==> src/rtl/complex_pkg.sv <==
// Shared types, default sizes and width helpers for the complex accumulator.
package complex_pkg;

  typedef enum logic [1:0] {
    ACC   = 2'd0,
    SQ_RE = 2'd1,
    SQ_IM = 2'd2
  } cacc_state_t;

  localparam int DATA_W_DEF = 16;
  localparam int N_DEF      = 8;

  // Accumulator grows by log2(N) bits so N full-scale samples cannot overflow.
  function automatic int acc_width(input int data_w, input int n);
    return data_w + $clog2(n);
  endfunction

  // A square of an ACC_W signed value, plus a second such square, fits 2*ACC_W unsigned.
  function automatic int pow_width(input int data_w, input int n);
    return 2 * acc_width(data_w, n);
  endfunction

endpackage

==> src/rtl/complex_sq_unit.sv <==
// Time-shared squarer: one signed multiplier, the partial-square register
// and the final adder that forms re^2 + im^2.
module complex_sq_unit
  import complex_pkg::*;
#(
  parameter int ACC_W = 19,
  parameter int POW_W = 2 * ACC_W
) (
  input  logic                    clk,
  input  logic                    rst,
  input  logic                    sel_im_i,
  input  logic                    load_sq_i,
  input  logic signed [ACC_W-1:0] sum_re_i,
  input  logic signed [ACC_W-1:0] sum_im_i,
  output logic        [POW_W-1:0] power_o
);

  logic signed [ACC_W-1:0] op;
  logic signed [POW_W-1:0] op_ext;
  logic signed [POW_W-1:0] prod;
  logic        [POW_W-1:0] sq_q;
  logic        [POW_W-1:0] sq_d;

  assign op     = sel_im_i ? sum_im_i : sum_re_i;
  // Operand widened before the multiply so the full square is kept.
  assign op_ext = {{(POW_W-ACC_W){op[ACC_W-1]}}, op};
  assign prod   = op_ext * op_ext;

  // A square is never negative, so the signed product reinterprets as unsigned.
  assign sq_d    = load_sq_i ? prod : sq_q;
  assign power_o = sq_q + prod;

  // Hold re^2 from the SQ_RE cycle for the adder in SQ_IM.
  always_ff @(posedge clk) begin
    if (rst) sq_q <= '0;
    else     sq_q <= sq_d;
  end

endmodule

==> src/rtl/complex_accum.sv <==
// Frame accumulator for complex products: sums N accepted samples, then
// reports the sum and its power |sum|^2 with a one-cycle strobe.
//
//   state | meaning
//   ACC   | accepting samples, accumulating the current frame
//   SQ_RE | squaring the latched real sum into the partial register
//   SQ_IM | adding the imaginary square, publishing results
module complex_accum
  import complex_pkg::*;
#(
  parameter  int DATA_W = DATA_W_DEF,
  parameter  int N      = N_DEF,
  localparam int ACC_W  = acc_width(DATA_W, N),
  localparam int POW_W  = pow_width(DATA_W, N)
) (
  input  logic                     clk,
  input  logic                     rst,
  input  logic                     in_valid,
  output logic                     in_ready,
  input  logic signed [DATA_W-1:0] in_real,
  input  logic signed [DATA_W-1:0] in_imag,
  input  logic                     frame_abort,
  output logic                     out_valid,
  output logic signed [ACC_W-1:0]  out_real,
  output logic signed [ACC_W-1:0]  out_imag,
  output logic        [POW_W-1:0]  out_power,
  output logic        [7:0]        frame_cnt
);

  localparam int CNT_W = $clog2(N);
  localparam logic [CNT_W-1:0] LAST = CNT_W'(N - 1);

  cacc_state_t state_q, state_d;

  logic signed [ACC_W-1:0] acc_re_q, acc_re_d, acc_im_q, acc_im_d;
  logic signed [ACC_W-1:0] sum_re_q, sum_re_d, sum_im_q, sum_im_d;
  logic        [CNT_W-1:0] sample_cnt_q, sample_cnt_d;

  logic                    out_valid_q, out_valid_d;
  logic signed [ACC_W-1:0] out_real_q, out_real_d, out_imag_q, out_imag_d;
  logic        [POW_W-1:0] out_power_q, out_power_d;
  logic        [7:0]       frame_cnt_q, frame_cnt_d;

  logic signed [ACC_W-1:0] ext_re, ext_im, next_re, next_im;
  logic        [POW_W-1:0] power_sum;

  assign ext_re  = {{(ACC_W-DATA_W){in_real[DATA_W-1]}}, in_real};
  assign ext_im  = {{(ACC_W-DATA_W){in_imag[DATA_W-1]}}, in_imag};
  assign next_re = acc_re_q + ext_re;
  assign next_im = acc_im_q + ext_im;

  assign in_ready = (state_q == ACC);

  complex_sq_unit #(
    .ACC_W (ACC_W),
    .POW_W (POW_W)
  ) u_sq (
    .clk       (clk),
    .rst       (rst),
    .sel_im_i  (state_q == SQ_IM),
    .load_sq_i (state_q == SQ_RE),
    .sum_re_i  (sum_re_q),
    .sum_im_i  (sum_im_q),
    .power_o   (power_sum)
  );

  // Next-state, accumulation and result publishing.
  always_comb begin
    state_d      = state_q;
    acc_re_d     = acc_re_q;
    acc_im_d     = acc_im_q;
    sum_re_d     = sum_re_q;
    sum_im_d     = sum_im_q;
    sample_cnt_d = sample_cnt_q;
    out_valid_d  = 1'b0;
    out_real_d   = out_real_q;
    out_imag_d   = out_imag_q;
    out_power_d  = out_power_q;
    frame_cnt_d  = frame_cnt_q;

    case (state_q)
      ACC: begin
        // Abort takes priority over a sample offered in the same cycle.
        if (frame_abort) begin
          acc_re_d     = '0;
          acc_im_d     = '0;
          sample_cnt_d = '0;
        end else if (in_valid) begin
          if (sample_cnt_q == LAST) begin
            sum_re_d     = next_re;
            sum_im_d     = next_im;
            acc_re_d     = '0;
            acc_im_d     = '0;
            sample_cnt_d = '0;
            state_d      = SQ_RE;
          end else begin
            acc_re_d     = next_re;
            acc_im_d     = next_im;
            sample_cnt_d = sample_cnt_q + CNT_W'(1);
          end
        end
      end
      SQ_RE: state_d = SQ_IM;
      SQ_IM: begin
        out_valid_d = 1'b1;
        out_real_d  = sum_re_q;
        out_imag_d  = sum_im_q;
        out_power_d = power_sum;
        frame_cnt_d = frame_cnt_q + 8'd1;
        state_d     = ACC;
      end
      default: state_d = ACC;
    endcase
  end

  // State and datapath registers with synchronous reset.
  always_ff @(posedge clk) begin
    if (rst) begin
      state_q      <= ACC;
      acc_re_q     <= '0;
      acc_im_q     <= '0;
      sum_re_q     <= '0;
      sum_im_q     <= '0;
      sample_cnt_q <= '0;
      out_valid_q  <= 1'b0;
      out_real_q   <= '0;
      out_imag_q   <= '0;
      out_power_q  <= '0;
      frame_cnt_q  <= '0;
    end else begin
      state_q      <= state_d;
      acc_re_q     <= acc_re_d;
      acc_im_q     <= acc_im_d;
      sum_re_q     <= sum_re_d;
      sum_im_q     <= sum_im_d;
      sample_cnt_q <= sample_cnt_d;
      out_valid_q  <= out_valid_d;
      out_real_q   <= out_real_d;
      out_imag_q   <= out_imag_d;
      out_power_q  <= out_power_d;
      frame_cnt_q  <= frame_cnt_d;
    end
  end

  assign out_valid = out_valid_q;
  assign out_real  = out_real_q;
  assign out_imag  = out_imag_q;
  assign out_power = out_power_q;
  assign frame_cnt = frame_cnt_q;

endmodule

==> config.mk <==
export PLATFORM = sky130hd
export DESIGN_NAME = complex_accum
export DESIGN_NICKNAME = d
export VERILOG_FILES = /design/src/rtl/complex_pkg.sv /design/src/rtl/complex_sq_unit.sv /design/src/rtl/complex_accum.sv
export SDC_FILE = /design/constraint.sdc
export NUM_CORES = 1
export LEC_CHECK = 0
export ABC_CLOCK_PERIOD_IN_PS = 26100
export CORE_ASPECT_RATIO = 0.75
export CORE_UTILIZATION = 67
export DETAILED_ROUTE_END_ITERATION = 6
export HOLD_SLACK_MARGIN = 0.05
export PLACE_DENSITY = 0.88
export SETUP_SLACK_MARGIN = 0.15
export SLEW_MARGIN = 20
export SYNTH_ARGS = -nofsm -noshare
export SYNTH_HDL_FRONTEND = slang
export SYNTH_SLANG_ARGS = --single-unit
==> constraint.sdc <==
create_clock -name clk -period 26.1 [get_ports clk]
set_input_delay 5.22 -clock clk [delete_from_list [all_inputs] [get_ports clk]]
set_output_delay 5.22 -clock clk [all_outputs]
set_load 0.01 [all_outputs]
== Word level (Yosys, flattened, before mapping) ==
Cells that the tools add are included.
Storage, ports and cells
  output and inout bits: 86
  input bits: 36
  register bits: 204
  logic and storage cells: 45
Operators by class
  equality and inequality tests: 6
  $add $sub $neg: 5
  reductions and logical operators: 5
  muxes and demuxes: 15
  bitwise operators: 1
  $mul: 1
Operator list (number)
  $mux 19: 7
  $add 19x16->19: 2
  $add 38x38->38: 1
  $mul 19x19->38: 1
  $mux 3: 3
  $add 8x1->8 const B: 1
  $mux 2: 3
  $ne 2x2->1 const B: 2
  $pmux 2 s2: 1
  $reduce_and 4->1: 1
  $add 3x1->3 const B: 1
  $eq 3x3->1 const B: 1
  $reduce_and 3->1: 1
  $eq 2x1->1 const B: 1
  $eq 2x2->1 const B: 1
  $logic_not 2->1: 1
  $ne 2x1->1 const B: 1
  $reduce_and 2->1: 1
  $reduce_bool 2->1: 1
  $mux 1: 1
  $not 1->1: 1

== Logic depth before layout (Yosys ltp) ==
Gate-level depths: netlist of the first run.
  word-level depth: 5
  mapped depth: 43
  gate-level depth less buffers: 40

== By module ==
A second synthesis of the first run with hierarchy kept.
Unflattened totals
  cells, all modules: 2539
  area total of the unflattened synthesis: 22474.1 um2
Modules (own cells, without submodules)
  complex_sq_unit: area an instance 14971.9 um2, cells each 1622, instances 1, seq. area each 740.7 um2
  complex_accum: area an instance 7502.2 um2, cells each 917, instances 1, seq. area each 3323.2 um2

== Worst setup path before layout of the first run ==
Ideal clock, no wire load.
  kind: reg2reg
  from: reg state_q[0]
  to: reg out_power_q[36], in the netlist out_power[36]
  setup slack: 16.618 ns
  stages on the path, launching flop included: 38
  clock period less this slack: 9.482 ns
  data arrival time: 9.406 ns
  library setup time: 0.076 ns
  required time: 26.024 ns
  buffers on the path: 4
  cells stage by stage: dfxtp_1 -> nand2b_1 -> clkbuf_1 -> clkbuf_1 -> clkbuf_1 -> nand2_1 -> nand2_1 -> clkbuf_1 -> nand2_1 -> fa_1 -> inv_1 -> fa_1 -> fa_1 -> fa_1 -> fa_1 -> fa_1 -> inv_1 -> fa_1 -> [2 not listed] -> and3_1 -> nand4_1 -> a211oi_1 -> nor2_1 -> and2_1 -> nor2b_1 -> o21ai_0 -> nand2b_1 -> xor2_1 -> ha_1 -> a2111o_1 -> o31a_1 -> a221oi_2 -> a21oi_1 -> a211o_1 -> nand3_1 -> mux2_1 -> o22ai_1
Between the ends
  longest elaborated chain between the ends: 4
RTL lines
  start, declared: line complex_accum.sv:33  | cacc_state_t state_q, state_d;
  start signal, assigned: line complex_accum.sv:131  | state_q <= state_d;
  $eq 2x2->1: line complex_accum.sv:60  | .sel_im_i (state_q == SQ_IM),
  $mux 19: line complex_sq_unit.sv:24  | assign op = sel_im_i ? sum_im_i : sum_re_i;
  $mul 19x19->38: line complex_sq_unit.sv:27  | assign prod = op_ext * op_ext;
  net u_sq.prod[21]: line complex_sq_unit.sv:20  | logic signed [POW_W-1:0] prod;
  $add 38x38->38: line complex_sq_unit.sv:31  | assign power_o = sq_q + prod;
  end signal, assigned: line complex_accum.sv:140  | out_power_q <= out_power_d;
  end, declared: line complex_accum.sv:41  | logic [POW_W-1:0] out_power_q, out_power_d;
The timed path passes the listed nets, and every way through them passes these cells.
A chain may end at the register's enable or synchronous reset.

== Worst setup path after layout of the first run ==
  from: reg state_q[1]
  to: reg out_power_q[36], in the netlist out_power[36]
The elaborated chain is that of the path after synthesis.

==> results of run 1 <==
[worst min-delay path, cell delays in order, from the launching register on]
cell,delay (ns)
dfxtp_1,0.31
nand2_1,0.05
a21oi_1,0.05
[final cells by class]
type / instances / area [um^2]
fill: 2310 / 8080
multi-input combinational: 1868 / 16300
inverter: 419 / 1570
clock inverter: 12 / 154
clock buffer: 22 / 507
antenna: 1 / 2.50
sequential: 203 / 4060
tap: 442 / 553
timing repair buffer: 137 / 1330
[layout by cell type (no fill, tap or decap), drive strengths merged, types with 4 or more instances in the layout]
cell type and instances:
nand2 446, inv 415, fa 335, a21oi 209
dfxtp 203, ha 200, nor2 189, clkdlybuf4s50 120
xnor2 85, a22oi 36, a21o 33, nor3 32
o21ai 32, xor2 29, nor2b 27, nand3 26
clkbuf 22, a211oi 21, o21a 17, buf 17
nand2b 15, and2 12, nand4 10, clkinv 10
and3 8, a31oi 8, o21bai 8, o211ai 7
a211o 6, a31o 5, or2 5, a21boi 4
a311o 4, a41oi 4, or3 4, a2111oi 4
o31ai 4, o311ai 4
[registers in the layout (all words and copies together), names as in the netlist, 8 cells and up]
name	flops
out_imag	19
u_sq.sq_q	37
sum_re_q	19
frame_cnt	8
out_real	19
out_power	38
acc_re_q	19
acc_im_q	19
sum_im_q	19
[routing by layer]
layer,track usage (%),vias to the layer above
li1,-,8347
met1,46.2,8993
met2,58.6,867
met3,7.43,228
met4,13.5,0
met5,0,-
[stage by stage]
stage	hold slack [ns]	setup WS, ns	util [%]	std cells
finish	0.455	14.89	75.2	3104
global route	0.475	14.35	75.2	3103
CTS	0.455	15.01	75.2	3103
detailed placement	0.445	15.05	73.2	3069
global placement	0.441	15.34	73.2	3069
floorplan	0.437	16.62	-	2588
[cell families (layout without fill, tap and decap cells)]
family	after synthesis	in the layout	synth area share, %
fa+ha+maj	535	535	41.3
other cells	0	1	0
simple gates	788	788	14.8
mux	4	4	0.191
xor+xnor	116	116	4.69
compound gates	425	425	12.1
flops	203	203	18.2
buf+inv	517	590	8.71
[cell usage after synthesis, drive strengths merged, types with 12 or more instances]
| library cell | n | area, um^2 |
|---|---|---|
| nand2 | 446 | 1670 |
| inv | 414 | 1550 |
| fa | 335 | 6710 |
| a21oi | 209 | 1050 |
| dfxtp | 203 | 4060 |
| ha | 200 | 2500 |
| nor2 | 189 | 712 |
| xnor2 | 85 | 744 |
| clkbuf | 78 | 293 |
| a22oi | 36 | 270 |
| a21o | 33 | 249 |
| nor3 | 32 | 160 |
| o21ai | 32 | 160 |
| xor2 | 29 | 254 |
| nor2b | 27 | 169 |
| nand3 | 26 | 130 |
| a211oi | 21 | 163 |
| buf | 20 | 76.3 |
| o21a | 17 | 128 |
| nand2b | 15 | 93.8 |
| and2 | 12 | 75.1 |
[power by group]
part | internal (mW) | switching [mW]
sequential | 0.314 | 0.00287
combinational | 0.0283 | 0.0400
clock | 0.171 | 0.131
total | 0.513 | 0.174
[worst max path at each step]
stage	start	end	slack, ns	cells past startpoint
after floorplan	state_q[0]	out_power[36]	16.62	37
after global placement	state_q[1]	out_power[36]	15.34	36
after detailed placement	state_q[1]	out_power[36]	15.05	39
after CTS	state_q[1]	out_power[36]	15.01	39
after global routing	state_q[1]	out_power[36]	14.35	39
final	state_q[1]	out_power[36]	14.89	36
==> results.cfg, run 1 <==
[synth]
synth-edff-count = 0
synth_cells = 2588
syn_area_um2 = 22300
synth-main-ff-cell = dfxtp_1
yosys_register_bits = 203
ys_types = 72
synth_nets = 3159
avgSynthCellArea_um2 = 8.62
synth-seq-area-share_pct = 18.2
ys_warn_count = 0
async_flop_share_pct = 0

[finish]
nets = 3219
drive_gt1_share_pct = 2.78
post-route-cell-area_um2 = 24500
areaGrowthSynthToFinish_pct = 9.89

[global_routing]
gr-total-overflow = 0
grt_first_pass_wirelength_um = 95600
track_usage_pct = 35.6
grt_pass1_vias = 19300
grt_antenna_before_repair = 0
grt_max_degree = 105

[timing]
fin_crit_sh_pct = 43.0
tightest_slew_ns = 1.02
drv_slew = 0
final_hold_viol_count = 0
rsz0062_at_grt = false
finalSetupTns_ns = 0
clock-skew-final_ns = 0.0317
setup_viol = 0
period_minus_slack_ns = 11.21
fmax_mhz = 89.2
slew-limit-headroom_pct = 31.7

[worst_hold_path]
holdPathStages = 2
min_from = out_power[26]
holdPathEnd = out_power[26]
hold_class = flip-flop to flip-flop

[setup_path]
critPathMaxFanout = 75
cpMaxStageDelayCell = buf_4
rrSetupSlack_ns = 14.89
endpoint_kind = flip-flop
cp-start-kind = flip-flop
reg2regPathDepth = 36
reg2reg_to = out_power[36]
path_class = flip-flop to flip-flop
crit_top_cell = fa_1
crit_arrival_ns = 11.65
worstPathRequired_ns = 26.53
cp_top_family = adder cells
cpPeakStageDelay_ns = 0.67
r2r-start = state_q[1]
crit_buf_inv = 6

[floorplanning]
die-height_um = 160
rows = 57
initial_utilization_pct = 68.4
die_w_um = 213
dieArea_um2 = 34000
core_um2 = 32600
ioPinCount = 122

[clocking]
cts_buffers = 19
clockRootBuffer = clkbuf_16
clk_path_buf_depth = 3
clk_latency_ns = 0.51
cts.sinks = 203
htreeDepth = 1
postCtsSetupRepairBufs = 0
ctsHoldBuffers = 0
cts_resized = 0
clk_pin_slew_ns = 0.08
cts_tree = yes

[detailed_routing]
routed_wl_um = 59100
initialDrtViolationCount = 1289
via_per_inst = 5.94
dr_wl_met3_um = 5570
num_vias = 18400
drtPass1Iterations = 6
drc = 0
ant_nets = 0
met1_length_um = 23200
met2_length_um = 27700
avgRoutedWirePerCell_um = 19.0
top_layer = met4

[power]
leakage_nw = 11.6
fin_total_pwr_uw = 688
power_density_nw_per_um2 = 28.1
ir_worst_vdd_v = 0.0000399

[place]
io_buffers = 121
hpwl_um = 46600
placed_area_um2 = 23800
routabilityCongestion = 0.942

[run]
maxCapViolCount = 0

[outcome]
status = finished, final reports clean
Power figures use the tool's default switching activity.
==> run 2, diff against run 1 <==
ABC_CLOCK_PERIOD_IN_PS = 11350   (was 26100)
CORE_UTILIZATION = 63   (was 67)
PLACE_DENSITY = 0.83   (was 0.88)
clock period = 11.35 ns   (was 26.1 ns; I/O delays follow)
==> results.cfg, run 2 (same netlist as run 1, synthesis figures left out) <==
[run]
maxCapViolCount = 0

[finish]
diodes = 0
drive_gt1_share_pct = 3.37
nets = 3232
final_cell_mix = 446 x nand2_1, 412 x inv_1, 335 x fa_1
post-route-cell-area_um2 = 24600
areaGrowthSynthToFinish_pct = 10.3
final_cells = 3130
fin_util_pct = 70.7
largest_reg_flops = 38
layout_commonest_cell = nand2_1

[global_routing]
grt_pass1_vias = 18500
use_met3_pct = 6.70
grtUsageMet2_pct = 53.6
grt_first_pass_wirelength_um = 95400
busiest_layer = met2
grt_max_degree = 105
grt_antenna_before_repair = 0
track_usage_pct = 33.7
gr-total-overflow = 0
grt_use_met1_pct = 47.0

[worst_hold_path]
holdPathStages = 2
holdPathEnd = out_real[5]
hold_class = flip-flop to flip-flop
min_from = out_real[5]

[place]
hpwl_um = 47100
dp.cells = 3089
routabilityCongestion = 0.971
placed_area_um2 = 23900
io_buffers = 121
pre_cts_ws_ns = 0.611

[timing]
drv_slew = 0
fin_ws_ns = 0.763
finalSetupTns_ns = 0
rsz0062_at_grt = false
setup_viol = 0
clock-skew-final_ns = 0.0103
period_minus_slack_ns = 10.59
holdWs_ns = 0.455
tightest_slew_ns = 1.00
slew-limit-headroom_pct = 33.2
final_hold_viol_count = 0
fmax_mhz = 94.5
fin_crit_sh_pct = 93.3

[setup_path]
worstPathRequired_ns = 11.77
r2r-start = state_q[1]
cp-start-kind = flip-flop
crit_arrival_ns = 11.01
critPathMaxFanout = 27
rrSetupSlack_ns = 0.76
path_class = flip-flop to flip-flop
reg2reg_to = out_power[36]
cpMaxStageDelayCell = fa_1
crit_top_cell = fa_1
cpPeakStageDelay_ns = 0.58
reg2regPathDepth = 34
endpoint_kind = flip-flop

[detailed_routing]
drc = 0
ant_nets = 0
via_per_inst = 5.82
num_vias = 18200
avgRoutedWirePerCell_um = 18.8
drtPass1Iterations = 6
initialDrtViolationCount = 1679
routed_wl_um = 58900

[clocking]
ctsHoldBuffers = 0
clk_latency_ns = 0.51
clk_pin_slew_ns = 0.07
cts.sinks = 203
cts_buffers = 19
htreeDepth = 1
cts_tree = yes
clockRootBuffer = clkbuf_16
clk_path_buf_depth = 3

[floorplanning]
die_w_um = 219
initial_utilization_pct = 64.1
rows = 59
ioPinCount = 122
dieArea_um2 = 36200
core_um2 = 34800
die-height_um = 165

[power]
fin_total_pwr_mw = 1.53
ir_worst_vdd_v = 0.0000762
power_density_nw_per_um2 = 62.4
leakage_nw = 11.6

[outcome]
status = finished, final reports clean
[run 2: changes by cell type in the layout (fill, tap and decap cells not counted), moves of 2 or more]
cell        change
bufinv_16       -2
inv_1           -2
buf_4          +11
clkinvlp_4      +3
[run 2: final cells by class]
class / count / area (um^2)
well taps: 457 / 572
fillers: 2667 / 10200
repair buffers: 148 / 1420
clock buffers: 23 / 520
clock inverters: 10 / 97.6
flip-flops and latches: 203 / 4060
multi-input cells: 1870 / 16300
inverters: 419 / 1580
[run 2: layer usage]
| metal | part of all wire [%] | up-vias |
|---|---|---|
| met3 | 9.3 | 123 |
| li1 | - | 8375 |
| met4 | 2.9 | 0 |
| met1 | 42 | 8935 |
| met2 | 45 | 778 |
| met5 | 0 | - |
[run 2: what timing repair did]
action	4_1_cts	5_1_grt
resized for setup	0	4
endpoints found under the setup margin	0	6
buffers inserted	0	6
[run 2: power breakdown]
| group | total [mW] | leakage (nW) | internal [mW] | switching (mW) |
|---|---|---|---|---|
| registers | 0.729 | 1.64 | 0.722 | 0.00642 |
| logic | 0.156 | 9.69 | 0.0651 | 0.0906 |
| clock network | 0.649 | 0.297 | 0.355 | 0.295 |
[run 2: worst max-delay path by stage]
stage	depth (start not counted)	end	startpoint
finish	34	out_power[36]	state_q[1]
floorplan	37	out_power[36]	state_q[0]
global placement	36	out_power[36]	state_q[1]
detailed placement	35	out_power[36]	state_q[1]
global route	37	out_power[36]	state_q[1]
CTS	35	out_power[36]	state_q[1]
[run 2: critical path: cells and delay by family (launching register included)]
family / cells / cell delay, ns
adder cells (fa/ha/maj): 9 / 4.17
AO/OA/AOI/OAI: 8 / 2.28
AND/OR/NAND/NOR: 11 / 2.21
buffers and inverters: 4 / 0.72
flip-flops: 1 / 0.57
multiplexers: 1 / 0.32
XOR/XNOR: 1 / 0.23
